===== src/rtl/uart_tx.sv =====
// UART transmitter: 5-9 data bits, optional parity, 1/2 stop bits, x16/x8 bit timing.
// Optional break generation is compiled in with UART_TX_BREAK_EN.
module uart_tx #(
    parameter int MAX_WORD_LEN = 9
) (
    input  logic                    clk,
    input  logic                    rst,
    input  logic                    txen,
    input  logic [MAX_WORD_LEN-1:0] data,
    input  logic                    wr,
    input  logic [3:0]              wordlen,
    input  logic                    u2x,
    input  logic [1:0]              parity,
    input  logic                    stopbits,
`ifdef UART_TX_BREAK_EN
    input  logic                    sendbreak,
`endif
    output logic                    tx,
    output logic                    busy,
    output logic                    txbufempty,
    output logic                    txdone,
    output logic                    writecollision
);

    typedef enum logic [2:0] {
        IDLE   = 3'd0,
        START  = 3'd1,
        DATA   = 3'd2,
        PARITY = 3'd3,
        STOP   = 3'd4
`ifdef UART_TX_BREAK_EN
        , BRK  = 3'd5,
        MARK   = 3'd6
`endif
    } state_t;

    function automatic logic [3:0] eff_len(input logic [3:0] wl);
        if ((wl >= 4'd5) && (wl <= 4'd9)) begin
            return wl;
        end else begin
            return 4'd8;
        end
    endfunction

    // Even parity over the active bits, inverted for odd mode.
    function automatic logic frame_parity(input logic [MAX_WORD_LEN-1:0] d,
                                          input logic [3:0] len,
                                          input logic [1:0] mode);
        logic p;
        p = 1'b0;
        for (int i = 0; i < MAX_WORD_LEN; i++) begin
            p = p ^ (d[i] & (i < int'(len)));
        end
        return (mode == 2'd2) ? ~p : p;
    endfunction

    state_t                  state_r, state_nxt;
    logic [3:0]              tick_r, tick_nxt;
    logic [3:0]              bit_cnt_r, bit_cnt_nxt;
    logic [MAX_WORD_LEN-1:0] shift_r, shift_nxt;
    logic [MAX_WORD_LEN-1:0] buf_r, buf_nxt;
    logic [3:0]              len_r, len_nxt;
    logic [1:0]              pmode_r, pmode_nxt;
    logic                    stop_r, stop_nxt;
    logic                    u2x_r, u2x_nxt;
    logic                    par_r, par_nxt;
    logic                    buf_empty_r, buf_empty_nxt;
    logic                    tx_r, tx_nxt;
    logic                    busy_r, busy_nxt;
    logic                    done_r, done_nxt;
    logic                    coll_r, coll_nxt;
    logic                    last_tick_s;
    logic                    load_s;
    logic                    xfer_s;
    logic                    idle_load_s;
    logic [MAX_WORD_LEN-1:0] load_word_s;

    // Next-state, datapath and write handling for the transmitter.
    always_comb begin
        state_nxt     = state_r;
        bit_cnt_nxt   = bit_cnt_r;
        shift_nxt     = shift_r;
        buf_nxt       = buf_r;
        len_nxt       = len_r;
        pmode_nxt     = pmode_r;
        stop_nxt      = stop_r;
        u2x_nxt       = u2x_r;
        par_nxt       = par_r;
        buf_empty_nxt = buf_empty_r;
        tx_nxt        = tx_r;
        busy_nxt      = busy_r;
        done_nxt      = 1'b0;
        coll_nxt      = coll_r;
        load_s        = 1'b0;
        xfer_s        = 1'b0;
        load_word_s   = data;
        last_tick_s   = (tick_r == (u2x_r ? 4'd7 : 4'd15));
        tick_nxt      = ((state_r == IDLE) || last_tick_s) ? 4'd0 : tick_r + 4'd1;
`ifdef UART_TX_BREAK_EN
        idle_load_s   = (state_r == IDLE) && !sendbreak;
`else
        idle_load_s   = (state_r == IDLE);
`endif

        if (!txen) begin
            state_nxt     = IDLE;
            tick_nxt      = 4'd0;
            bit_cnt_nxt   = 4'd0;
            buf_empty_nxt = 1'b1;
            tx_nxt        = 1'b1;
            busy_nxt      = 1'b0;
            coll_nxt      = 1'b0;
        end else begin
            case (state_r)
                IDLE: begin
`ifdef UART_TX_BREAK_EN
                    if (sendbreak) begin
                        state_nxt = BRK;
                        tx_nxt    = 1'b0;
                        busy_nxt  = 1'b1;
                        u2x_nxt   = u2x;
                    end else begin
                        state_nxt = IDLE;
                    end
`else
                    state_nxt = IDLE;
`endif
                end
                START: begin
                    if (last_tick_s) begin
                        state_nxt   = DATA;
                        bit_cnt_nxt = 4'd0;
                        tx_nxt      = shift_r[0];
                    end else begin
                        state_nxt = START;
                    end
                end
                DATA: begin
                    if (!last_tick_s) begin
                        state_nxt = DATA;
                    end else if (bit_cnt_r != (len_r - 4'd1)) begin
                        bit_cnt_nxt = bit_cnt_r + 4'd1;
                        shift_nxt   = shift_r >> 1;
                        tx_nxt      = shift_r[1];
                    end else if (pmode_r != 2'd0) begin
                        state_nxt = PARITY;
                        tx_nxt    = par_r;
                    end else begin
                        state_nxt   = STOP;
                        bit_cnt_nxt = 4'd0;
                        tx_nxt      = 1'b1;
                    end
                end
                PARITY: begin
                    if (last_tick_s) begin
                        state_nxt   = STOP;
                        bit_cnt_nxt = 4'd0;
                        tx_nxt      = 1'b1;
                    end else begin
                        state_nxt = PARITY;
                    end
                end
                STOP: begin
                    if (!last_tick_s) begin
                        state_nxt = STOP;
                    end else if (bit_cnt_r[0] != stop_r) begin
                        bit_cnt_nxt = bit_cnt_r + 4'd1;
                    end else if (!buf_empty_r) begin
                        xfer_s        = 1'b1;
                        load_s        = 1'b1;
                        load_word_s   = buf_r;
                        buf_empty_nxt = 1'b1;
                    end else begin
                        state_nxt = IDLE;
                        busy_nxt  = 1'b0;
                        done_nxt  = 1'b1;
                    end
                end
`ifdef UART_TX_BREAK_EN
                BRK: begin
                    if (!sendbreak) begin
                        state_nxt = MARK;
                        tick_nxt  = 4'd0;
                        tx_nxt    = 1'b1;
                    end else begin
                        state_nxt = BRK;
                    end
                end
                MARK: begin
                    if (!last_tick_s) begin
                        state_nxt = MARK;
                    end else if (!buf_empty_r) begin
                        xfer_s        = 1'b1;
                        load_s        = 1'b1;
                        load_word_s   = buf_r;
                        buf_empty_nxt = 1'b1;
                    end else begin
                        state_nxt = IDLE;
                        busy_nxt  = 1'b0;
                        done_nxt  = 1'b1;
                    end
                end
`endif
                default: begin
                    state_nxt = IDLE;
                    tx_nxt    = 1'b1;
                    busy_nxt  = 1'b0;
                end
            endcase

            // A write in the same edge as a buffer-to-shifter transfer refills the buffer.
            if (!wr) begin
                coll_nxt = coll_r;
            end else if (idle_load_s) begin
                load_s      = 1'b1;
                load_word_s = data;
                coll_nxt    = 1'b0;
            end else if (buf_empty_r || xfer_s) begin
                buf_nxt       = data;
                buf_empty_nxt = 1'b0;
                coll_nxt      = 1'b0;
            end else begin
                coll_nxt = 1'b1;
            end

            if (load_s) begin
                state_nxt = START;
                shift_nxt = load_word_s;
                len_nxt   = eff_len(wordlen);
                pmode_nxt = parity;
                stop_nxt  = stopbits;
                u2x_nxt   = u2x;
                par_nxt   = frame_parity(load_word_s, eff_len(wordlen), parity);
                tx_nxt    = 1'b0;
                busy_nxt  = 1'b1;
                tick_nxt  = 4'd0;
            end else begin
                shift_nxt = shift_nxt;
            end
        end
    end

    // State and output registers.
    always_ff @(posedge clk or negedge rst) begin
        if (!rst) begin
            state_r     <= IDLE;
            tick_r      <= 4'd0;
            bit_cnt_r   <= 4'd0;
            shift_r     <= '0;
            buf_r       <= '0;
            len_r       <= 4'd8;
            pmode_r     <= 2'd0;
            stop_r      <= 1'b0;
            u2x_r       <= 1'b0;
            par_r       <= 1'b0;
            buf_empty_r <= 1'b1;
            tx_r        <= 1'b1;
            busy_r      <= 1'b0;
            done_r      <= 1'b0;
            coll_r      <= 1'b0;
        end else begin
            state_r     <= state_nxt;
            tick_r      <= tick_nxt;
            bit_cnt_r   <= bit_cnt_nxt;
            shift_r     <= shift_nxt;
            buf_r       <= buf_nxt;
            len_r       <= len_nxt;
            pmode_r     <= pmode_nxt;
            stop_r      <= stop_nxt;
            u2x_r       <= u2x_nxt;
            par_r       <= par_nxt;
            buf_empty_r <= buf_empty_nxt;
            tx_r        <= tx_nxt;
            busy_r      <= busy_nxt;
            done_r      <= done_nxt;
            coll_r      <= coll_nxt;
        end
    end

    assign tx             = tx_r;
    assign busy           = busy_r;
    assign txbufempty     = buf_empty_r;
    assign txdone         = done_r;
    assign writecollision = coll_r;

endmodule


===== config.mk =====
export PLATFORM = sky130hd
export DESIGN_NAME = uart_tx
export DESIGN_NICKNAME = d
export VERILOG_FILES = /design/src/rtl/uart_tx.sv
export SDC_FILE = /design/constraint.sdc
export NUM_CORES = 1
export LEC_CHECK = 0
export ABC_AREA = 1
export BUFFER_PORTS_ARGS = -buffer_cell sky130_fd_sc_hd__buf_2
export CORE_MARGIN = 4
export CORE_UTILIZATION = 55
export CTS_BUF_LIST = sky130_fd_sc_hd__clkbuf_4
export CTS_CLUSTER_SIZE = 40
export DETAILED_ROUTE_END_ITERATION = 10
export GPL_TIMING_DRIVEN = 0
export PLACE_DENSITY = 0.78
export SKIP_LAST_GASP = 1
export SLEW_MARGIN = 25
export SYNTH_ARGS = -nofsm -noshare
export SYNTH_HDL_FRONTEND = slang
export SYNTH_SLANG_ARGS = --single-unit
export TNS_END_PERCENT = 30

===== constraint.sdc =====
create_clock -name clk -period 1.75 [get_ports clk]
set_input_delay 0 -clock clk [delete_from_list [all_inputs] [get_ports clk]]
set_output_delay 0 -clock clk [all_outputs]
set_load 0.05 [all_outputs]

Yosys cells after proc, flatten, opt, wreduce, memory -nomap -nowiden
Cells that the tools add are included.
{"block": "op_classes", "n_addsub": 3, "n_lt_le_gt_ge": 11, "n_eq_ne": 26, "mux": 76, "bitwise": 19, "n_reduce_logical": 18}
{"operator": "2-to-1 mux 9 bit", "count": 11}
{"operator": "2-to-1 mux 4 bit", "count": 14}
{"operator": "2-to-1 mux 1 bit", "count": 37}
{"operator": "!= test 4 bit, second input constant", "count": 7}
{"operator": "2-to-1 mux 3 bit", "count": 9}
{"operator": "less-than comparator 3 x 4 -> 1 bit, first input constant", "count": 4}
{"operator": "AND reduction 4 bit", "count": 4}
{"operator": "!= test 5 bit, second input constant", "count": 3}
{"operator": "case mux 3 bit (4 select lines)", "count": 1}
{"operator": "case mux 4 bit (3 select lines)", "count": 1}
{"operator": "bitwise AND 1 bit", "count": 9}
{"operator": "!= test 3 x 2 -> 1 bit, second input constant", "count": 3}
{"operator": "!= test 3 bit, second input constant", "count": 3}
{"operator": "adder 4 x 1 -> 4 bit, second input constant", "count": 2}
{"operator": "less-than comparator 1 x 4 -> 1 bit, first input constant", "count": 2}
{"operator": "less-than comparator 2 x 4 -> 1 bit, first input constant", "count": 2}
{"operator": "nonzero test 2 bit", "count": 4}
{"operator": "bitwise XOR 1 bit", "count": 8}
{"operator": "== test 3 x 2 -> 1 bit, second input constant", "count": 2}
{"operator": "AND reduction 6 bit", "count": 1}
{"operator": "== test 4 bit", "count": 1}
{"operator": "greater-or-equal comparator 4 x 3 -> 1 bit, second input constant", "count": 1}
{"operator": "<= comparator 4 bit, second input constant", "count": 1}
{"operator": "less-than comparator 4 bit, first input constant", "count": 1}
{"operator": "19 further kinds", "count": 22}
{"block": "totals", "register_bits": 43, "inputBits": 21, "output_inout_bits": 5, "elab_cells": 168}

Logic depth before layout (Yosys ltp)
{"block": "depth", "ltp_word": 21, "depth_mapped": 17, "mapped_depth_nobuf": 17}

Worst setup path after synthesis
No wires, ideal clock.
{"block": "synth_timing", "path_kind": "flip-flop to flip-flop", "startpoint": "register len_r[0]", "endpoint": "register shift_r[1]", "setup_time_ns": 0.126, "arrival_time_ns": 1.754, "required_time_ns": 1.624, "slack_ns": -0.130, "stages_incl_launch_ff": 12, "n_path_buf": 1, "synth_period_minus_slack_ns": 1.880, "cell_sequence": "dfrtp_1 > inv_1 > ha_1 > xor2_1 > o21ai_0 > nor3b_2 > nor2_1 > nand2_1 > nand2_8 > buf_6 > nor2_1 > a31oi_1"}
{"block": "synth_between", "elab_chain_len": 4}
{"element": "from (decl)", "line": "62", "text": "logic [3:0] len_r, len_nxt;"}
{"element": "from (signal assigned)", "line": "267", "text": "len_r <= len_nxt;"}
{"element": "subtractor 4 x 1 -> 4 bit", "line": "141", "text": "end else if (bit_cnt_r != (len_r - 4'd1)) begin"}
{"element": "!= test 4 bit", "line": "141"}
{"element": "nonzero test 2 bit (no source line)"}
{"element": "AND reduction 4 bit (no source line)"}
{"element": "to (signal assigned)", "line": "265", "text": "shift_r <= shift_nxt;"}
{"element": "to (decl)", "line": "60", "text": "logic [MAX_WORD_LEN-1:0] shift_r, shift_nxt;"}
Every way passes these cells.
A chain may end at the register's enable or synchronous reset.

Worst setup path after layout
{"block": "layout_timing", "startpoint": "register tick_r[1]", "endpoint": "register par_r"}
{"block": "layout_between", "elab_chain_len": 17, "word_cells_on_any_way": 31, "classes_between": "eq/ne (1); mux (11); bitwise (18); reduce/logical (1)"}
{"element": "from (decl)", "line": "58", "text": "logic [3:0] tick_r, tick_nxt;"}
{"element": "from (signal assigned)", "line": "263", "text": "tick_r <= tick_nxt;"}
{"element": "== test 4 bit (*)", "line": "97", "text": "last_tick_s = (tick_r == (u2x_r ? 4'd7 : 4'd15));"}
{"element": "2-to-1 mux 9 bit", "line": "164", "text": "if (!last_tick_s) begin"}
{"element": "2-to-1 mux 9 bit", "line": "114", "text": "case (state_r)"}
{"element": "2-to-1 mux 9 bit", "line": "214", "text": "end else if (idle_load_s) begin"}
{"element": "2-to-1 mux 9 bit", "line": "212", "text": "if (!wr) begin"}
{"element": "2-to-1 mux 9 bit", "line": "105", "text": "if (!txen) begin"}
{"element": "bitwise AND 1 bit", "line": "52", "text": "p = p ^ (d[i] & (i < int'(len)));"}
{"element": "bitwise XOR 1 bit (8 in a row)", "line": "52"}
{"element": "inverter 1 bit", "line": "54", "text": "return (mode == 2'd2) ? ~p : p;"}
{"element": "2-to-1 mux 1 bit", "line": "54"}
{"element": "to (signal assigned)", "line": "271", "text": "par_r <= par_nxt;"}
{"element": "to (decl)", "line": "66", "text": "logic par_r, par_nxt;"}
Mark *: on every way between the ends. The rest lies on a longest branch, timed or not. The select of a mux whose other input is x is not followed.

==> out/metrics.csv <==
metric,value,unit
die_area,6000,µm²
worst-setup-path-type,flop to flop,
core-area,4500,µm²
slew_viol_final,0,
diodes,0,
met2_usage,37.1,%
cts_tree,built,
power_density,694,nW/µm²
synth_edf_count,0,
fin_skew,12.6,ps
antenna_found_initial,0,
place.gp.congestion,0.883,
rsz0062_at_grt,yes,
violations,setup timing,
hp-start,wordlen[3],
vdd_ir_drop_max,0.355,mV
drive_gt1_share,29.2,%
start_kind,flop,
cap_viol_max_count,0,
yosysSeqAreaShare,40.7,%
antenna_left,0,
relSlewSlack,50.8,%
fmax,496,MHz
busiest_layer,met2,
wl_per_cell,14.5,µm
async_flop_share,100,%
synth_seq_cells,43,
die_w,77.4,µm
reg2reg_slack,-270,ps
r2r_end,par_r,
min_period,2020,ps
synth_fp_nets,387,
clock_latency,360,ps
fin_nets,463,
crit_fanout,8,
power,2.43,mW
met1_usage,30.6,%
hold-worst-slack,7.29,ps
initial_core_util,58.9,%
dr.pass1.iters,5,
min_to,len_r[0],
synth_warnings,0,
synth_area,2650,µm²
cts-root-buf,clkbuf_4,
dieHeight,77.4,µm
clk_path_buf_depth,2,
fillers,323,
arrival,2280,ps
ff2ff_path_depth,13,
routed_via_density,5.47,
worst_pin_slew,730,ps
setup_viol,33,
rr_startpoint,tick_r[1],
synth_area_per_cell,7.30,µm²
final_util,77.6,%
area_growth,31.9,%
grt_pass1_wl,11.0,mm
power_leakage,1.73,nW
worstPathRequired,2020,ps
timing_hold_violations_final,0,
port_buffers,24,
grt.met3_usage,3.94,%
place_hpwl,4.45,mm
min_delay_path_depth,4,
pre_cts_slack,-372,ps
drt_iter0_drc,194,
grt_overflow,0,
fin_ws,-265,ps
period_share,115,%
layout_common_cells,"nand2_1 (86), inv_1 (40), dfrtp_1 (39), nor2_1 (37), buf_2 (25)",
yosys_most_used_dff,dfrtp_1,
synth.distinct_cells,42,
grt_max_degree,44,
hold_path_class,primary input to flop,
cts_sinks,43,
grt_pass1_vias,2430,
h-tree-depth,2,
track_usage,22.5,%
cts.clk_slew.worst_paths,130,ps
drcViolationCount,0,
cts_buffers,5,
final_common_cell,nand2_1,
run_status,"finished, violations left",
ioPinCount,26,
end_kind,flop,
num_rows,24,
routed_wl,7.13,mm
vias,2684,
netlist_instances,363,
==> routing by layer <==
| metal | vias to the layer above | part of all wire (%) | wire length (µm) |
|---|---|---|---|
| li1 | 1318 | - | - |
| met1 | 1261 | 45 | 3190 |
| met2 | 88 | 49 | 3490 |
| met3 | 17 | 4.7 | 333 |
| met4 | 0 | 1.7 | 123 |
| met5 | - | 0 | 0 |
==> metrics by stage <==
step | std cells | setup TNS (ps) | cell area (µm²)
detailed placement | 439 | -6470 | 2860
CTS | 482 | -1110 | 3320
floorplan | 363 | -117 | 2680
global placement | 439 | -5440 | 2860
global route | 491 | -8710 | 3500
finish | 491 | -3630 | 3500
==> how the worst max path moves through the flow <==
stage          cells after the start  slack (ps)         start  endpoint
3_5_place_dp                      15        -370     tick_r[0]     par_r
6_report                          13        -270     tick_r[1]     par_r
3_3_place_gp                      15        -320     tick_r[0]     par_r
4_1_cts                           16        -200  bit_cnt_r[0]     par_r
2_1_floorplan                     15         -50     tick_r[0]     par_r
5_1_grt                           16        -460     tick_r[1]     par_r
==> timing repair <==
action                     4_1_cts  5_1_grt
hold buffers                    20        0
setup endpoints to repair       35       36
cloned                           2        0
hold endpoints to repair        61        0
buffers inserted                14        9
pin swaps                       17       17
gates resized for setup         23       36
==> worst max-delay path: stages, from the launching register on <==
cell and delay [ps]:
dfrtp_1 380, ha_2 200, nand3_2 80, nor2_4 220, nand3_4 180, buf_6 180
o21ai_2 150, nand2_1 100, nand2_2 80, nand2_1 80, nand3_2 70, nand3_1 60
nand3_1 90, nand2_1 50
==> area by class of cell <==
cell class                      count  area, µm²  share of cell area [%]
Timing Repair Buffer               69        522                    14.9
Buffer                              9       75.1                    2.15
Clock buffer                        5       37.5                    1.07
Clock inverter                      2       8.76                   0.251
Sequential cell                    43       1080                    30.9
Tap cell                           52       65.1                    1.86
Multi-Input combinational cell    261       1510                    43.3
Inverter                           50        194                    5.55
==> logic make-up after synthesis <==
kind of cell / count (synthesis) / share of synthesized area (%)
xor+xnor: 7 / 2.31
buf+inv: 59 / 9.34
mux: 2 / 0.849
flops: 43 / 40.7
fa+ha+maj: 3 / 1.42
compound gates: 50 / 11.1
simple gates: 199 / 34.3
==> report_power, final <==
group | internal [mW] | switching [mW] | total [mW]
Clock | 0.143 | 0.333 | 0.476
Combinational | 0.290 | 0.392 | 0.682
Sequential | 1.16 | 0.110 | 1.27
Total | 1.59 | 0.835 | 2.43
==> synthesized netlist by cell type, types with 3 or more instances <==
cell | n | share of area (%)
a31oi_1 | 9 | 2.1
nand4_1 | 12 | 2.8
a21oi_1 | 6 | 1.1
inv_1 | 44 | 6.2
xnor2_1 | 4 | 1.3
xor2_1 | 3 | 0.99
dfstp_2 | 3 | 3.0
nand2_1 | 112 | 16
nand2_2 | 3 | 0.71
nor2_1 | 39 | 5.5
nand3_1 | 18 | 3.4
nor3_1 | 3 | 0.57
inv_2 | 3 | 0.42
dfrtp_1 | 40 | 38
o21ai_0 | 24 | 4.5
ha_1 | 3 | 1.4
buf_2 | 4 | 0.76
==> registers in the layout (all words and copies together), names as in the netlist, 2 cells and up <==
register and count:
bit_cnt_r 4, buf_r 9, len_r 4, pmode_r 2, shift_r 9, state_r 3
tick_r 4
(Power assumes the default switching activity.)
